===== src/rtl/video_pkg.sv =====
// Shared raster timing presets, coordinate width and RGB packing helpers
// for the video timing generator and its axis counters.
package video_pkg;

  localparam int COORD_W   = 12;
  localparam int COORD_MAX = (1 << COORD_W) - 1;

  // 640x480@60
  localparam int VGA_H_ACTIVE = 640;
  localparam int VGA_H_FP     = 16;
  localparam int VGA_H_SYNC   = 96;
  localparam int VGA_H_BP     = 48;
  localparam int VGA_V_ACTIVE = 480;
  localparam int VGA_V_FP     = 10;
  localparam int VGA_V_SYNC   = 2;
  localparam int VGA_V_BP     = 33;

  // 1280x720@60
  localparam int HD_H_ACTIVE = 1280;
  localparam int HD_H_FP     = 110;
  localparam int HD_H_SYNC   = 40;
  localparam int HD_H_BP     = 220;
  localparam int HD_V_ACTIVE = 720;
  localparam int HD_V_FP     = 5;
  localparam int HD_V_SYNC   = 5;
  localparam int HD_V_BP     = 20;

  typedef logic [23:0] rgb_t;

  function automatic rgb_t pack_rgb(input logic [7:0] r, input logic [7:0] g,
                                    input logic [7:0] b);
    return {r, g, b};
  endfunction

  function automatic logic [7:0] rgb_r(input rgb_t px);
    return px[23:16];
  endfunction

  function automatic logic [7:0] rgb_g(input rgb_t px);
    return px[15:8];
  endfunction

  function automatic logic [7:0] rgb_b(input rgb_t px);
    return px[7:0];
  endfunction

endpackage


===== src/rtl/video_axis_counter.sv =====
// One raster axis: position counter with wrap pulse plus active and sync
// region decodes. Region order along the axis is active, FP, sync, BP.
module video_axis_counter
  import video_pkg::*;
#(
  parameter int ACTIVE = 640,
  parameter int FP     = 16,
  parameter int SYNC   = 96,
  parameter int BP     = 48
) (
  input  logic               clk_sys,
  input  logic               clr,
  input  logic               step,
  output logic [COORD_W-1:0] count,
  output logic               wrap,
  output logic               active,
  output logic               sync
);

  localparam logic [COORD_W-1:0] LAST       = COORD_W'(ACTIVE + FP + SYNC + BP - 1);
  localparam logic [COORD_W-1:0] ACT_END    = COORD_W'(ACTIVE);
  localparam logic [COORD_W-1:0] SYNC_START = COORD_W'(ACTIVE + FP);
  localparam logic [COORD_W-1:0] SYNC_END   = COORD_W'(ACTIVE + FP + SYNC);

  assign wrap   = step && (count == LAST);
  assign active = count < ACT_END;
  assign sync   = (count >= SYNC_START) && (count < SYNC_END);

  always_ff @(posedge clk_sys) begin
    if (clr) begin
      count <= '0;
    end else if (step) begin
      count <= wrap ? '0 : count + COORD_W'(1);
    end
  end

endmodule


===== src/rtl/video_timing_gen.sv =====
// Raster timing generator and pixel pacer: H/V counters feed one output
// register stage so sync, DE, RGB and coordinates leave on the same edge.
module video_timing_gen
  import video_pkg::*;
#(
  parameter int H_ACTIVE = VGA_H_ACTIVE,
  parameter int H_FP     = VGA_H_FP,
  parameter int H_SYNC   = VGA_H_SYNC,
  parameter int H_BP     = VGA_H_BP,
  parameter int V_ACTIVE = VGA_V_ACTIVE,
  parameter int V_FP     = VGA_V_FP,
  parameter int V_SYNC   = VGA_V_SYNC,
  parameter int V_BP     = VGA_V_BP,
  parameter bit HS_POL   = 1'b0,
  parameter bit VS_POL   = 1'b0
) (
  input  logic               I_pix_clk,
  input  logic               I_rst,
  input  logic               I_enable,
  input  logic               I_pix_valid,
  input  logic [23:0]        I_pix_data,
  output logic               O_pix_ready,
  input  logic               I_underflow_clr,
  output logic               O_rgb_hs,
  output logic               O_rgb_vs,
  output logic               O_rgb_de,
  output logic [7:0]         O_rgb_r,
  output logic [7:0]         O_rgb_g,
  output logic [7:0]         O_rgb_b,
  output logic [COORD_W-1:0] O_x,
  output logic [COORD_W-1:0] O_y,
  output logic               O_frame_start,
  output logic               O_underflow
);

  localparam int H_TOTAL = H_ACTIVE + H_FP + H_SYNC + H_BP;
  localparam int V_TOTAL = V_ACTIVE + V_FP + V_SYNC + V_BP;

  if (H_TOTAL > COORD_MAX || V_TOTAL > COORD_MAX) begin : g_size_check
    $error("video_timing_gen: H_TOTAL/V_TOTAL exceed the 12-bit counter range");
  end

  logic               run;
  logic [COORD_W-1:0] hc, vc;
  logic               h_wrap, h_active, h_sync;
  logic               v_wrap_unused, v_active, v_sync;
  logic               active;
  rgb_t               rgb_q;

  // Disable and reset both park the raster at (0,0) so re-enable looks like reset release.
  assign run = I_enable & ~I_rst;

  video_axis_counter #(
    .ACTIVE(H_ACTIVE), .FP(H_FP), .SYNC(H_SYNC), .BP(H_BP)
  ) u_h_counter (
    .clk_sys(I_pix_clk), .clr(~run), .step(1'b1),
    .count(hc), .wrap(h_wrap), .active(h_active), .sync(h_sync)
  );

  video_axis_counter #(
    .ACTIVE(V_ACTIVE), .FP(V_FP), .SYNC(V_SYNC), .BP(V_BP)
  ) u_v_counter (
    .clk_sys(I_pix_clk), .clr(~run), .step(h_wrap),
    .count(vc), .wrap(v_wrap_unused), .active(v_active), .sync(v_sync)
  );

  assign active      = h_active & v_active;
  assign O_pix_ready = active & run;

  always_ff @(posedge I_pix_clk) begin
    if (!run) begin
      O_rgb_hs      <= ~HS_POL;
      O_rgb_vs      <= ~VS_POL;
      O_rgb_de      <= 1'b0;
      rgb_q         <= '0;
      O_x           <= '0;
      O_y           <= '0;
      O_frame_start <= 1'b0;
    end else begin
      O_rgb_hs      <= h_sync ? HS_POL : ~HS_POL;
      O_rgb_vs      <= v_sync ? VS_POL : ~VS_POL;
      O_rgb_de      <= active;
      rgb_q         <= (active && I_pix_valid) ? I_pix_data : '0;
      O_x           <= hc;
      O_y           <= vc;
      O_frame_start <= (hc == '0) && (vc == '0);
    end
  end

  // Underflow survives disable; a new starve event beats a same-cycle clear.
  always_ff @(posedge I_pix_clk) begin
    if (I_rst) begin
      O_underflow <= 1'b0;
    end else if (run && active && !I_pix_valid) begin
      O_underflow <= 1'b1;
    end else if (I_underflow_clr) begin
      O_underflow <= 1'b0;
    end
  end

  assign O_rgb_r = rgb_r(rgb_q);
  assign O_rgb_g = rgb_g(rgb_q);
  assign O_rgb_b = rgb_b(rgb_q);

endmodule


===== config.mk =====
export PLATFORM = sky130hd
export DESIGN_NAME = video_timing_gen
export DESIGN_NICKNAME = d
export VERILOG_FILES = /design/src/rtl/video_pkg.sv /design/src/rtl/video_axis_counter.sv /design/src/rtl/video_timing_gen.sv
export SDC_FILE = /design/constraint.sdc
export NUM_CORES = 1
export LEC_CHECK = 0
export CAP_MARGIN = 10
export CORE_ASPECT_RATIO = 1.5
export CORE_MARGIN = 2
export CORE_UTILIZATION = 35
export CTS_BUF_LIST = sky130_fd_sc_hd__clkbuf_2
export CTS_CLUSTER_DIAMETER = 120
export DETAILED_ROUTE_END_ITERATION = 12
export PLACE_DENSITY = 0.61
export SYNTH_ARGS = -nofsm -noshare
export SYNTH_HDL_FRONTEND = slang
export SYNTH_SLANG_ARGS = --single-unit

===== constraint.sdc =====
create_clock -name I_pix_clk -period 2.7 [get_ports I_pix_clk]
set_input_delay 0.27 -clock I_pix_clk [delete_from_list [all_inputs] [get_ports I_pix_clk]]
set_output_delay 0.27 -clock I_pix_clk [all_outputs]
set_load 0.005 [all_outputs]

==> key figures <==
Critical path
  – Critical path data arrival time: 2210 ps
  – Startpoint Class: flip-flop
  – WP data required: 2430 ps
  – R2R Setup Slk: 360 ps
  – RR Startpoint: u_h_counter.count[0]
  – Largest fanout on the critical path: 6
  – Critical path class: reg2out
  – Critical Path Sink Type: primary output
  – R2R cell count: 5
  – Reg-to-Reg End: u_v_counter.count[8]
  – Crit path from: u_v_counter.count[9]

Finish
  – Final #Nets: around 390
  – ANT cells: 0
  – Layout cells sized above 1: 0.0696
  – Layout overhead on the synthesized area: 37.9%
  – Fillcell total: ~760
  – Finished Layout Cells: about 460
  – Design area: 3680 um^2

Timing
  – Worst slew pin tran: around 490 ps
  – Final min period: 2480 ps
  – Final period util: 0.917
  – # setup viols final: 0
  – TNS Setup: 0 ps
  – Setup Skew: around 28 ps
  – Hold violation total from the final report: 0
  – RSZ-0062 raised after global routing: no
  – Relative slew slack: 0.670
  – Fmax: 0.404 GHz
  – Max Slew Vio Count: 0
  – Worst Slack Setup Final: between 200 and 250 ps

Worst hold path
  – Hold path start: I_pix_data[11]
  – Hold path cells: 2
  – Worst Hold Class: in2reg
  – Hold Path Sink: rgb_q[11]

Floorplan
  – Die Width: around 75 um
  – Io pins: between 80 and 90
  – Core ar.: 7510 um^2
  – Die ar.: 8370 um^2
  – Initial core utilization: 0.356
  – Die H: 111 um
  – Num rows: 39

Global route
  – Grt ovf: 0
  – Gr usage total: 0.139
  – Vias in the first global route: 1953
  – Largest net degree at the start of global routing: 25
  – Initial antenna violation count: 0
  – First-pass GRT wire length: around 8.8 mm

Placement
  – Hpwl dp: just under 4 mm
  – GP Congestion: around 0.86
  – Port-buffer cells: 82
  – Setup WS pre-CTS: 295 ps
  – Placed Area: 3600 um^2
  – Cells after DPL: approximately 450

Drt
  – Met1 wire length: about 2.3 mm
  – Vias: 2074
  – Routed wire length on met3: roughly 500 um
  – Top Metal Used: met4
  – Drt via density: roughly 4.5
  – Pre-antenna DRT Iters: 4
  – Antenna viol nets, final: 0
  – WL/cell: roughly 12 um
  – Iter 0 DRT Violations: 52
  – Met2 routed WL: ~2.6 mm
  – DRC viols: 0
  – Drt total wl: about 5.5 mm

Clock tree
  – Root Driver: clkbuf_2
  – CTS tree: done
  – Num CTS Buffers: 9
  – Sink Count: a little under 80
  – Clock Latency Late Sink: ~520 ps
  – Clock transition at path regs: around 180 ps
  – # H-tree levels: 3
  – Clk buf depth: 2
  – Post-CTS Hold Fix Bufs: 0

Yosys
  – Area share of and/or/nand/nor cells after synthesis: 0.285
  – Most numerous cell in the Yosys netlist: dfxtp_1
  – Synth Area in Compound Gates: 0.0534
  – Area contributors post-synth: dfxtp_1 58%, and2_1 10%, nor2_1 3.2%
  – #FFs+latches synth: slightly below 80
  – Xor and xnor area share after synthesis: 0.0360
  – Mean area per synthesized cell: 9.97 um^2
  – Synth cell count leaders: 77 x dfxtp_1, 43 x and2_1, 23 x nor2_1
  – Sequential share of the synthesized area: 0.577
  – Top_reg_cell synth: dfxtp_1
  – Synth unique cells: 32
  – Warnings, synthesis: 0
  – Mapped Area: roughly 2700 um^2
  – Area share of the largest cell type after synthesis: 0.577
  – Multiplexer share of the synthesized area: 0
  – Adder-Cell Fraction of Synth Area: 0.0187
  – Ys async rst share: 0
  – Largest family of logic cells by synthesized area: simple AND/OR/NAND/NOR gates
  – Syn_nets: about 300
  – Synth Instances: 268
  – Post-synth EDFFs: 0
  – Yosys top cell by area: dfxtp_1

Power and ir drop
  – Maximum VDD drop: 0.000244 V
  – PwrDens: 473 nW/um^2
  – Pleak: roughly 1.3 nW
  – Total power: ~1.7 mW

Outcome
  – Status: complete, no violations

Run
  – Count of max-cap constraint violations: 0
## where the power goes
group	internal (mW)	switching, mW
clock	0.130	0.354
sequential	1.15	0.00483
combinational	0.0715	0.0326
## per-stage QoR
step                       util  hold slack (ps)
final                     0.490              296
after global routing      0.490              207
after CTS                 0.490              249
after detailed placement  0.480              471
after global placement    0.480              463
after floorplan               -              339
## repair_timing
item                                    CTS  global route
buffers inserted                          0             0
gates resized for setup                   0             1
endpoints found under the setup margin    0             1
## cells by family (layout without fill, tap and decap cells)
family,after synthesis,after routing
buffers and inverters,19,110
adders and majority gates,4,4
and+or+nand+nor,132,132
DFF,77,77
xor gates and xnor gates,11,11
AOI/OAI and AO/OA,25,25
## sequential cells by signal, indices dropped and copies added, names as in the netlist, 12 cells and up
signal and cells:
O_x 12, u_v_counter.count 12, rgb_q 24, O_y 12
u_h_counter.count 12
## layout by cell type (no fill, tap or decap), types with 4 or more instances in the layout
cell type and instances:
clkdlybuf4s50_1 82, dfxtp_1 77, and2_1 43, nor2_1 23, clkbuf_2 13, nand3_1 12
a21oi_1 11, nand2_1 10, xnor2_1 9, o21ai_0 8, inv_1 7, or3_1 7
nor4_1 6, nor3_1 6, nand4_1 6, buf_4 5, or4_1 4, ha_1 4
## worst max-delay path, stage by stage (launching register included)
cell	delay, ps
dfxtp_1	390
or4_4	590
nor3_1	190
clkdlybuf4s50_1	530
## worst max path at each step
stage,endpoint,slack (ps)
6_report,O_pix_ready,220
3_5_place_dp,O_pix_ready,300
3_3_place_gp,O_pix_ready,310
2_1_floorplan,u_v_counter.count[10],670
4_1_cts,O_pix_ready,80
5_1_grt,O_pix_ready,60
## layout make-up
| class | count | area [um^2] | area share |
|---|---|---|---|
| sequential | 77 | 1540 | 0.418 |
| multi-input combinational | 172 | 1050 | 0.286 |
| timing repair buffer | 87 | 858 | 0.233 |
| tap | 102 | 128 | 0.0346 |
| clock buffer | 13 | 65.1 | 0.0177 |
| inverter | 7 | 26.3 | 0.00713 |
| clock inverter | 3 | 12.5 | 0.00340 |
## per-layer routing
layer  vias up  GRT usage
li1       1079          -
met1       912      0.155
met2        73      0.217
met3        10     0.0636
met4         0     0.0702
met5         -          0
Power figures use the tool's default switching activity.
